[config.mk]
export PLATFORM = sky130hd
export DESIGN_NAME = program_sequencer_flat
export DESIGN_NICKNAME = d
export VERILOG_FILES = /design/src/rtl/program_sequencer_if.sv /design/src/rtl/program_sequencer.sv /design/src/flat_wrapper.sv
export SDC_FILE = /design/constraint.sdc
export NUM_CORES = 1
export LEC_CHECK = 0
export CAP_MARGIN = 20
export CORE_MARGIN = 2
export CORE_UTILIZATION = 47
export CTS_BUF_LIST = sky130_fd_sc_hd__clkbuf_8
export CTS_CLUSTER_SIZE = 25
export DETAILED_ROUTE_END_ITERATION = 8
export HOLD_SLACK_MARGIN = 0.06
export PLACE_DENSITY = 0.93
export SLEW_MARGIN = 25
export SYNTH_ARGS = -nofsm -noshare
export SYNTH_HDL_FRONTEND = slang
export SYNTH_SLANG_ARGS = --single-unit
[constraint.sdc]
create_clock -name clk -period 2.2 [get_ports clk]
set_clock_uncertainty 0.15 [all_clocks]
set_input_delay 0.55 -clock clk [delete_from_list [all_inputs] [get_ports clk]]
set_output_delay 0.55 -clock clk [all_outputs]
set_load 0.03 [all_outputs]
[src/rtl/program_sequencer_if.sv]
// Instruction-memory and datapath bundle for program_sequencer.
// master: sequencer side; slave: memory/datapath side.
interface program_sequencer_if;
  logic [3:0] instr_addr;
  logic       instr_rd;
  logic [7:0] instr_data;
  logic       acc_zero;
  logic       acc_carry;
  logic [2:0] alu_op;
  logic [3:0] reg_addr;
  logic [3:0] imm;
  logic       acc_we;
  logic       reg_we;

  modport master (
    output instr_addr, instr_rd,
    output alu_op, reg_addr, imm,
    output acc_we, reg_we,
    input  instr_data, acc_zero, acc_carry
  );

  modport slave (
    input  instr_addr, instr_rd,
    input  alu_op, reg_addr, imm,
    input  acc_we, reg_we,
    output instr_data, acc_zero, acc_carry
  );
endinterface

[src/rtl/program_sequencer.sv]
// Accumulator-machine program sequencer: FETCH/DECODE/EXECUTE with
// step/pause, halt, and a saturating retired-instruction counter.
// Ports: clk, rst (sync, active-high), start/start_index, step_mode/step,
// bus (instr fetch + datapath strobes), busy/paused/halted/retired status.
module program_sequencer (
  input  logic       clk,
  input  logic       rst,
  input  logic       start,
  input  logic [3:0] start_index,
  input  logic       step_mode,
  input  logic       step,
  program_sequencer_if.master bus,
  output logic       busy,
  output logic       paused,
  output logic       halted,
  output logic [7:0] retired
);

  typedef enum logic [2:0] {
    S_IDLE    = 3'd0,
    S_FETCH   = 3'd1,
    S_DECODE  = 3'd2,
    S_EXECUTE = 3'd3,
    S_PAUSE   = 3'd4,
    S_HALT    = 3'd5
  } state_t;

  state_t     state_q, state_d;
  logic [3:0] pc_q, pc_d;
  logic [7:0] ir_q, ir_d;
  logic [7:0] ret_q, ret_d;

  logic [3:0] op;
  logic [3:0] opnd;

  assign op   = ir_q[7:4];
  assign opnd = ir_q[3:0];

  always_ff @(posedge clk) begin
    if (rst) begin
      state_q <= S_IDLE;
      pc_q    <= 4'd0;
      ir_q    <= 8'd0;
      ret_q   <= 8'd0;
    end else begin
      state_q <= state_d;
      pc_q    <= pc_d;
      ir_q    <= ir_d;
      ret_q   <= ret_d;
    end
  end

  always_comb begin
    state_d        = state_q;
    pc_d           = pc_q;
    ir_d           = ir_q;
    ret_d          = ret_q;
    bus.instr_addr = pc_q;
    bus.instr_rd   = 1'b0;
    bus.alu_op     = 3'd0;
    bus.reg_addr   = opnd;
    bus.imm        = opnd;
    bus.acc_we     = 1'b0;
    bus.reg_we     = 1'b0;
    busy           = 1'b0;
    paused         = 1'b0;
    halted         = 1'b0;

    case (state_q)
      S_IDLE, S_HALT: begin
        halted = (state_q == S_HALT);
        if (start) begin
          pc_d    = start_index;
          ret_d   = 8'd0;
          state_d = S_FETCH;
        end
      end
      S_FETCH: begin
        busy         = 1'b1;
        bus.instr_rd = 1'b1;
        state_d      = S_DECODE;
      end
      S_DECODE: begin
        busy    = 1'b1;
        ir_d    = bus.instr_data;
        state_d = S_EXECUTE;
      end
      S_EXECUTE: begin
        busy    = 1'b1;
        pc_d    = pc_q + 4'd1;
        if (ret_q != 8'hFF) ret_d = ret_q + 8'd1;
        state_d = step_mode ? S_PAUSE : S_FETCH;
        case (op)
          4'h1, 4'h2, 4'h3, 4'h4, 4'h5: begin
            bus.alu_op = op[2:0];
            bus.acc_we = 1'b1;
          end
          4'h6: begin
            bus.alu_op = 3'd0;
            bus.acc_we = 1'b1;
          end
          4'h7: bus.reg_we = 1'b1;
          4'h8: begin
            bus.alu_op = 3'd6;
            bus.acc_we = 1'b1;
          end
          4'h9: pc_d = opnd;
          4'hA: if (bus.acc_zero) pc_d = opnd;
          4'hB: if (bus.acc_carry) pc_d = opnd;
          4'hF: state_d = S_HALT;
          default: ;
        endcase
      end
      S_PAUSE: begin
        busy   = 1'b1;
        paused = 1'b1;
        // step outranks a coincident start; start is not decoded here
        if (step) state_d = S_FETCH;
      end
      default: state_d = S_IDLE;
    endcase
  end

  assign retired = ret_q;

endmodule

[src/flat_wrapper.sv]
// flat-port wrapper written by rule: the top's interface ports become plain ports
module program_sequencer_flat 
  (clk, rst, start, start_index, step_mode, step, busy, paused, halted, retired, bus_instr_addr, bus_instr_rd, bus_alu_op, bus_reg_addr, bus_imm, bus_acc_we, bus_reg_we, bus_instr_data, bus_acc_zero, bus_acc_carry);
  program_sequencer_if bus_i ();
  input  logic clk;
  input  logic rst;
  input  logic start;
  input  logic [3:0] start_index;
  input  logic step_mode;
  input  logic step;
  output logic busy;
  output logic paused;
  output logic halted;
  output logic [7:0] retired;
  output wire logic [$bits(bus_i.instr_addr)-1:0] bus_instr_addr;
  output wire logic [$bits(bus_i.instr_rd)-1:0] bus_instr_rd;
  output wire logic [$bits(bus_i.alu_op)-1:0] bus_alu_op;
  output wire logic [$bits(bus_i.reg_addr)-1:0] bus_reg_addr;
  output wire logic [$bits(bus_i.imm)-1:0] bus_imm;
  output wire logic [$bits(bus_i.acc_we)-1:0] bus_acc_we;
  output wire logic [$bits(bus_i.reg_we)-1:0] bus_reg_we;
  input wire logic [$bits(bus_i.instr_data)-1:0] bus_instr_data;
  input wire logic [$bits(bus_i.acc_zero)-1:0] bus_acc_zero;
  input wire logic [$bits(bus_i.acc_carry)-1:0] bus_acc_carry;
  assign bus_instr_addr = bus_i.instr_addr;
  assign bus_instr_rd = bus_i.instr_rd;
  assign bus_alu_op = bus_i.alu_op;
  assign bus_reg_addr = bus_i.reg_addr;
  assign bus_imm = bus_i.imm;
  assign bus_acc_we = bus_i.acc_we;
  assign bus_reg_we = bus_i.reg_we;
  assign bus_i.instr_data = bus_instr_data;
  assign bus_i.acc_zero = bus_acc_zero;
  assign bus_i.acc_carry = bus_acc_carry;
  program_sequencer u_core (.clk(clk), .rst(rst), .start(start), .start_index(start_index), .step_mode(step_mode), .step(step), .bus(bus_i), .busy(busy), .paused(paused), .halted(halted), .retired(retired));
endmodule
Word level (Yosys, flattened, before mapping)
Cells that the tools add are included.
- $add $sub $neg: 2
- multiply operators: 0
- div/mod/pow operators: 0
- magnitude comparators: 0
- eq/ne operators: 21
- shifts and indexed selects: 0
- mux-type cells: 23
- bitwise logic cells: 0
- reduce and logical (&&, ||, !) cells: 9
- operators with widths (kind ; count):
    == test 4 bit (second input constant) ; 5
    == test 4 x 3 -> 1 bit (second input constant) ; 4
    2-to-1 mux 8 bit ; 2
    case mux 8 bit (2 select lines) ; 1
    2-to-1 mux 3 bit ; 5
    case mux 3 bit (5 select lines) ; 1
    2-to-1 mux 4 bit ; 3
    case mux 4 bit (3 select lines) ; 1
    adder 8 x 1 -> 8 bit (second input constant) ; 1
    == test 4 x 2 -> 1 bit (second input constant) ; 2
    2-to-1 mux 1 bit ; 8
    != test 8 bit (second input constant) ; 1
    case mux 4 bit (2 select lines) ; 1
    OR reduction 7 bit ; 1
    == test 3 x 2 -> 1 bit (second input constant) ; 2
    == test 3 bit (second input constant) ; 2
    case mux 3 bit (2 select lines) ; 1
    OR reduction 5 bit ; 1
    adder 4 x 1 -> 4 bit (second input constant) ; 1
    == test 4 x 1 -> 1 bit (second input constant) ; 1
    != test 2 bit (second input constant) ; 2
    AND reduction 2 bit ; 2
    OR reduction 4 bit ; 1
    == test 3 x 1 -> 1 bit (second input constant) ; 1
    other kinds (5) ; 5
- bits in registers: 23
- bits in latches: 0
- bits in writable memories: 0
- bits in read-only memories: 0
- bits of input ports: 19
- output and inout port bits: 29
- memories: 0

Longest topological paths before layout
Gate-level depths: netlist of run 1.
- depth after elaboration: 4
- gate-level depth with buffers: 6
- mapped depth without buffers: 5

Worst setup path before layout of run 1
Ideal clock, no wire load.
- path type: reg-to-output
- start: register u_core.ir_q[6]
- end: output bus_alu_op[2]
- arrival: 1.378 ns
- data required time: 1.500 ns
- path slack: 0.122 ns
- cell stages (with the launch flop): 4
- path buffers: 1
- cells stage by stage: dfxtp_1 clkbuf_1 mux2i_1 nor3_1
- cells in the longest elaborated chain, start to end: 4
- RTL lines (what ; RTL line ; RTL):
    start: declaration ; program_sequencer.sv:30 ; logic [7:0] ir_q, ir_d;
    start signal: assignment ; program_sequencer.sv:48 ; ir_q <= ir_d;
    == test 4 x 1 -> 1 bit (tied with other cells) ; program_sequencer.sv:93 ; case (op)
    OR reduction 5 bit ; - ;
    case mux 3 bit (2 select lines) (*) ; program_sequencer.sv:93 ;
    2-to-1 mux 3 bit (*) ; program_sequencer.sv:69 ; case (state_q)
    end: declaration ; flat_wrapper.sv:17 ; output wire logic [$bits(bus_i.alu_op)-1:0] bus_alu_op;
Mark *: on every way between the ends. The rest lies on a longest branch, timed or not.

Final worst setup path of run 1
- start: register u_core.ir_q[6]
- end: output bus_acc_we
- cells in the longest elaborated chain, start to end: 4
- RTL lines (what ; RTL line ; RTL):
    == test 4 x 1 -> 1 bit (tied with other cells) ; program_sequencer.sv:93 ;
    OR reduction 7 bit (no source line) (*) ; - ;
    2-to-1 mux 1 bit (*) ; program_sequencer.sv:93 ;
    2-to-1 mux 1 bit (*) ; program_sequencer.sv:69 ;
    end: declaration ; flat_wrapper.sv:20 ; output wire logic [$bits(bus_i.acc_we)-1:0] bus_acc_we;
Marks and branches as above.

==> results by group, run 1 <==
Yosys
  • Top post-synthesis cells by area: dfxtp_1, mux2i_1, buf_4
  • Async S/R FF share, synth: 0%
  • Yosys Warn Count: 0
  • Post-Syn Nets: ~190
  • Post-synth EDFFs: 0
  • Dominant cell type by area after synthesis: dfxtp_1
  • Synth top area share: about a third
  • Top FF cell, synth: dfxtp_1
  • #FFs+latches synth: 23
  • Avg Cell Area, Syn: approximately 9 µm²
  • Post-Syn Instances: about 160
  • Synth cell types: 44
  • Mapped cell area: between 1000 and 1500 µm²
  • Register area share after synthesis: about a third

STA
  • Fin. Hold Viols: 0
  • Fmax: between 0.4 and 0.5 GHz
  • Setup WS post-layout: around 0.063 ns
  • Crit share post-route: a little over nine tenths
  • Post-layout minimum cycle time: 2.137 ns
  • Worst slew pin tran: around 0.6 ns
  • Setup TNS: 0 ns
  • Final setup vio count: 0
  • Final Slew Violations: 0
  • Slew headroom: 59.30%

CTS
  • Clock buffer count from CTS: 3
  • Root Buffer: clkbuf_8
  • Clk sinks: 23
  • Clock-pin slew on the worst setup and hold paths: 0.08 ns
  • Hold_buf cts: 0
  • Clock Tree Buf Depth: 2
  • CTS tree: yes
  • H-tree depth: 1
  • Clk Latency, worst-skew pair: about 0.27 ns

Route
  • Final ANT Viol Nets: 0
  • Residual DRC: 0
  • Vias: 1,366
  • DRT Pass-1 Iters: 4
  • DRT iter0 DRCs: 77
  • Via density per instance: between 5 and 6
  • Overall routed net length: 3540 µm
  • Routed len/inst: approximately 15 µm

Critical path
  • Critical path class: reg2out
  • Critical path buffer and inverter count: 1
  • CP top delay family: simple AND/OR/NAND/NOR gates
  • Worst Path Required: 1.50 ns
  • Worst r2r path cells: 4
  • Crit path cell chain: or4_1 > nand3_1 > a21oi_1 > buf_4
  • Worst setup EP type: output pin
  • Reg2reg start: u_core.state_q[2]$_SDFFE_PP0P_
  • Crit-path max FO: 11
  • Flop2flop setup slack: roughly 0.20 ns
  • Reg2reg end: u_core.retired[7]$_SDFFE_PP0P_
  • Max incr delay on CP: between 0.4 and 0.5 ns
  • Crit start category: flop
  • Arrival time at the worst endpoint: roughly 1.4 ns
  • Critical path's slowest cell: or4_1

Final layout
  • Final Non-Filler Cells: 242
  • P&R area growth vs syn: 35.34%
  • Final #Nets: between 200 and 250
  • Final instance area: ~1900 µm²
  • Filler instances: 241
  • Fraction of layout instances using a drive strength above 1: around a fifth
  • Post-Route Utilization: ~65%
  • Diodes inserted: 0

Place
  • # placed instances: around 240
  • DP Area: approximately 1900 µm²
  • Pre-CTS setup slack: -0.07161 ns
  • I/O Buffers: 47
  • GPL Wtd Cong: between 0.8 and 0.9
  • Detailed placement HPWL: between 2000 and 3000 µm

Die
  • Initial Utilization: a little under 50%
  • Die ar.: 3517 µm²
  • Die width: ~59 µm
  • Die height: approximately 60 µm
  • Rows: 20
  • Io pins: 48
  • Total core area: approximately 3000 µm²

Min path
  • Hold_sp: u_core.retired[4]$_SDFFE_PP0P_
  • Worst-case hold path end point: u_core.retired[4]$_SDFFE_PP0P_
  • WHS Path Cells: 2
  • Worst Hold Class: reg2reg

Global route
  • Pin count of the biggest net entering global routing: 13
  • Grt ovf: 0
  • First-pass GRT wire length: about 5700 µm
  • Gr usage total: a little over a fifth
  • Initial antenna violation count: 0
  • Vias in the first global route: between 1,000 and 1,500

Pwr
  • Leak pwr: 0.7174 nW
  • Maximum vdd drop: 0.4987 mV
  • Cell Pwr Density: 603.7 nW/µm²

Run
  • MaxCap Viol Count: 0

Outcome
  • Status: completed
[worst max path at each step]
| stage | from | depth (start not counted) | to | slack (ns) |
|---|---|---|---|---|
| after floorplan | u_core.ir_q[6]$_SDFFE_PP0P_ | 3 | bus_alu_op[2] | 0.12 |
| after global placement | start | 5 | u_core.retired[7]$_SDFFE_PP0P_ | -0.05 |
| after detailed placement | start | 5 | u_core.retired[7]$_SDFFE_PP0P_ | -0.07 |
| after CTS | u_core.state_q[0]$_SDFFE_PP0P_ | 3 | bus_alu_op[2] | 0.02 |
| after global routing | u_core.state_q[2]$_SDFFE_PP0P_ | 3 | bus_alu_op[1] | -0.02 |
| final | u_core.ir_q[6]$_SDFFE_PP0P_ | 4 | bus_acc_we | 0.06 |
[sequential cells by signal, summed over array words and instances, names as in the netlist]
register	cells
u_core.state_q	3
u_core.retired	8
u_core.bus.instr_addr	4
u_core.ir_q	8
[kinds of logic (layout without fill, tap and decap cells)]
logic type,after synthesis,after routing,share of synthesized area (%)
AND/OR/NAND/NOR,62,62,25.94
AO/OA/AOI/OAI,35,35,16.01
flip-flops,23,23,32.03
buffers and inverters,23,68,10.18
multiplexers,14,14,9.747
XOR/XNOR,5,5,4.352
adder cells (fa/ha/maj),2,2,1.740
[cell usage after synthesis (5+ instances only)]
| cell type | n |
|---|---|
| o21ai_0 | 5 |
| nor2_1 | 16 |
| nand3_1 | 8 |
| mux2i_1 | 14 |
| a21oi_1 | 12 |
| or4_1 | 5 |
| buf_4 | 9 |
| nand2_1 | 6 |
| dfxtp_1 | 23 |
[power breakdown]
group | leakage [nW] | switching (mW) | internal (mW)
logic | 0.503 | 0.218 | 0.202
registers | 0.188 | 0.0410 | 0.450
clock network | 0.0269 | 0.138 | 0.125
total | 0.717 | 0.398 | 0.777
[timing repair]
action,CTS,global route
setup buffers,1,1
resized for setup,0,3
cloned,0,0
pin swaps,1,1
setup endpoints to repair,3,4
[layer usage]
layer	GRT usage, %	routed length (µm)	share of wire (%)
met2	36.89	1838	52
met4	12.99	133	3.8
met3	2.620	152	4.3
met1	25.27	1415	40
met5	0	0	0
[layout make-up]
| cell class | instances | area (µm²) | area share, % |
|---|---|---|---|
| Clock inverter | 1 | 3.754 | 0.1929 |
| Tap cell | 33 | 41.29 | 2.122 |
| Clock buffer | 3 | 41.29 | 2.122 |
| Inverter | 4 | 15.01 | 0.7717 |
| Timing Repair Buffer | 60 | 545.5 | 28.04 |
| Sequential cell | 23 | 462.9 | 23.79 |
| Multi-Input combinational cell | 118 | 835.8 | 42.96 |
[worst reg2reg max path: cells and delay by family, from the launching register on]
| family | cells | cell delay (ns) |
|---|---|---|
| DFF | 1 | 0.39 |
| muxes | 1 | 0.19 |
| and+or+nand+nor | 3 | 1.21 |
[placed cells by master, fill, tap and decap left out, drive strengths merged, types with 2 or more instances in the layout]
| cell type | instances |
|---|---|
| buf | 22 |
| a211oi | 2 |
| nor4 | 2 |
| o221ai | 3 |
| o21ai | 5 |
| nor2 | 16 |
| dfxtp | 23 |
| a21o | 2 |
| clkbuf | 3 |
| nor3 | 3 |
| and3b | 3 |
| a31oi | 2 |
| inv | 5 |
| nand2 | 6 |
| o31ai | 4 |
| nand3b | 3 |
| clkdlybuf4s50 | 38 |
| nor3b | 4 |
| or3 | 2 |
| nand3 | 8 |
| mux2i | 14 |
| or4 | 5 |
| ha | 2 |
| and3 | 2 |
| a21oi | 13 |
| xnor2 | 4 |
| nand2b | 3 |
| nand4 | 2 |
[stage by stage]
step | total power, mW | hold WS [ns]
2_1_floorplan | 0.7843 | 0.3379
3_3_place_gp | 0.9017 | 0.3425
3_5_place_dp | 0.9124 | 0.3553
4_1_cts | 1.175 | 0.3637
5_1_grt | 1.228 | 0.3948
6_report | 1.175 | 0.3630
Note: power is estimated with default switching activity, not from simulation.
==> run 2: changes to the inputs <==
CORE_UTILIZATION = 51   (was 47)
PLACE_DENSITY = 0.95   (was 0.93)
clock period = 2.76 ns   (was 2.2 ns; I/O delays follow)
==> results by group, run 2 (synthesis gave the netlist of run 1 again) <==
STA
  • Fin. Hold Viols: 0 (unchanged)
  • Final setup vio count: 0 (unchanged)
  • Worst slew pin tran: 0.6379 ns (+0.03262 ns)
  • Fmax: between 0.3 and 0.4 GHz
  • Setup WS post-layout: 0.08347 ns (+0.02087 ns)
  • Post-layout minimum cycle time: roughly 2.7 ns
  • RSZ-0062 raised after global routing: no
  • Final Slew Violations: 0 (unchanged)
  • Slew headroom: 57.11% (-2.2 points)
  • Setup TNS: 0 ns (unchanged)
  • Crit share post-route: 96.98%

Place
  • Pre-CTS setup slack: 0.2608 ns (+0.3324 ns)
  • I/O Buffers: 47 (unchanged)
  • GPL Wtd Cong: 0.8544 (+5.5%)
  • Detailed placement HPWL: 2776 µm (+6.2%)

Final layout
  • Most frequent cells in the layout: clkdlybuf4s50_1, dfxtp_1, nor2_1
  • Diodes inserted: 0 (unchanged)
  • Final #Nets: 224 (-3.0%)
  • Most common cell after layout, fill and taps aside: clkdlybuf4s50_1
  • P&R area growth vs syn: 32.72%
  • Fraction of layout instances using a drive strength above 1: 12.38% (-7.2 points)

Critical path
  • Worst setup EP type: output pin
  • Critical path class: reg2out
  • Arrival time at the worst endpoint: 1.84 ns (+0.40 ns)
  • Reg2reg start: u_core.state_q[2]$_SDFFE_PP0P_
  • Crit path cell chain: and3b_2 > nand3b_1 > nor2_1 > clkdlybuf4s50_1
  • Crit-path max FO: 13 (+2)
  • Critical path's slowest cell: clkdlybuf4s50_1
  • Worst Path Required: 1.92 ns (+0.42 ns)
  • Crit start category: flop
  • Max incr delay on CP: 0.67 ns (+0.23 ns)
  • Worst Setup SP: u_core.state_q[1]$_SDFFE_PP0P_

Die
  • Die width: 57.10 µm (-3.7%)
  • Die height: 57.10 µm (-3.7%)
  • Initial Utilization: 53.05% (+4.8 points)
  • Total core area: 2710 µm² (-9.0%)
  • Rows: 19 (-5.0%)
  • Io pins: 48 (unchanged)
  • Die ar.: 3260 µm² (-7.3%)

Run
  • MaxCap Viol Count: 0 (unchanged)

CTS
  • Clk Latency, worst-skew pair: 0.27 ns (about the same)
  • Post-CTS Setup Repair Bufs: 0 (-1)
  • Clock-pin slew on the worst setup and hold paths: 0.08 ns (about the same)
  • Clock buffer count from CTS: 3 (unchanged)
  • Clock Tree Buf Depth: 2 (unchanged)
  • H-tree depth: 1 (unchanged)
  • CTS tree: yes
  • Clk sinks: 23 (unchanged)
  • Root Buffer: clkbuf_8

Global route
  • Grt ovf: 0 (unchanged)
  • Pin count of the biggest net entering global routing: 14 (+1)
  • Initial antenna violation count: 0 (unchanged)
  • Vias in the first global route: 1,317 (+3.6%)
  • First-pass GRT wire length: 5782 µm (+1.8%)
  • Gr usage total: 22.46% (+0.98 points)

Min path
  • Worst Hold Class: reg2reg
  • Hold_sp: u_core.retired[7]$_SDFFE_PP0P_

Pwr
  • Maximum vdd drop: 0.4226 mV (-15%)
  • Cell Pwr Density: 486.5 nW/µm² (-19%)
  • Leak pwr: 0.7178 nW (about the same)

Route
  • Final ANT Viol Nets: 0 (unchanged)
  • DRT iter0 DRCs: 42 (-45%)
  • Vias: 1,405 (+2.9%)
  • Via density per instance: 6.030 (+6.8%)
  • Overall routed net length: 3666 µm (+3.6%)
  • DRT Pass-1 Iters: 4 (unchanged)
  • Routed len/inst: 15.73 µm (+7.6%)
  • Residual DRC: 0 (unchanged)

Outcome
  • Status: completed
run 2: final cells by class:
cell class | count | area (µm²)
Multi-Input combinational cell | 118 | 830.8
Timing Repair Buffer | 53 | 516.7
Fill cell | 220 | 802.0
Tap cell | 31 | 38.79
Clock inverter | 1 | 3.754
Sequential cell | 23 | 461.7
Inverter | 4 | 15.01
Clock buffer | 3 | 41.29
run 2: what timing repair did:
action                                  in CTS  in global routing
cloned                                       0                  0
resized for setup                            2                  3
hold buffers                                 0                  0
endpoints found under the setup margin       3                  3
run 2: path summary, 6_finish.rpt:
kind                                          to  slack [ns]  cells after the start
setup / recovery                      bus_reg_we        0.08                      4
hold / removal    u_core.retired[7]$_SDFFE_PP0P_        0.35                      2
setup reg to reg  u_core.retired[7]$_SDFFE_PP0P_        0.76                      5
hold reg to reg   u_core.retired[7]$_SDFFE_PP0P_        0.35                      2
run 2: stage by stage:
step / power [mW] / hold slack (ns) / instances / util [%] / instance area, µm²
after floorplan: 0.6252 / 0.3379 / 164 / - / 1438
after global placement: 0.7062 / 0.3193 / 229 / 68.47 / 1856
after detailed placement: 0.7238 / 0.3347 / 229 / 68.47 / 1856
after CTS: 0.9287 / 0.3443 / 233 / 70.13 / 1901
after global routing: 0.9679 / 0.3655 / 233 / 70.41 / 1908
final: 0.9283 / 0.3484 / 233 / 70.41 / 1908
run 2: metal layers:
metal / GRT usage, % / wire length [µm]
met4: 7.973 / 42
met3: 3.401 / 310
met2: 41.71 / 1850
met5: 0 / 0
met1: 25.96 / 1462
run 2: power breakdown:
part | switching (mW) | internal, mW
Clock | 0.109 | 0.0995
Combinational | 0.166 | 0.149
Sequential | 0.0463 | 0.358
Total | 0.321 | 0.607
run 2: critical path, delay by kind of cell, from the launching register on:
family / cells / cell delay, ns
buf+inv: 1 / 0.67
flops: 1 / 0.47
simple gates: 3 / 0.42
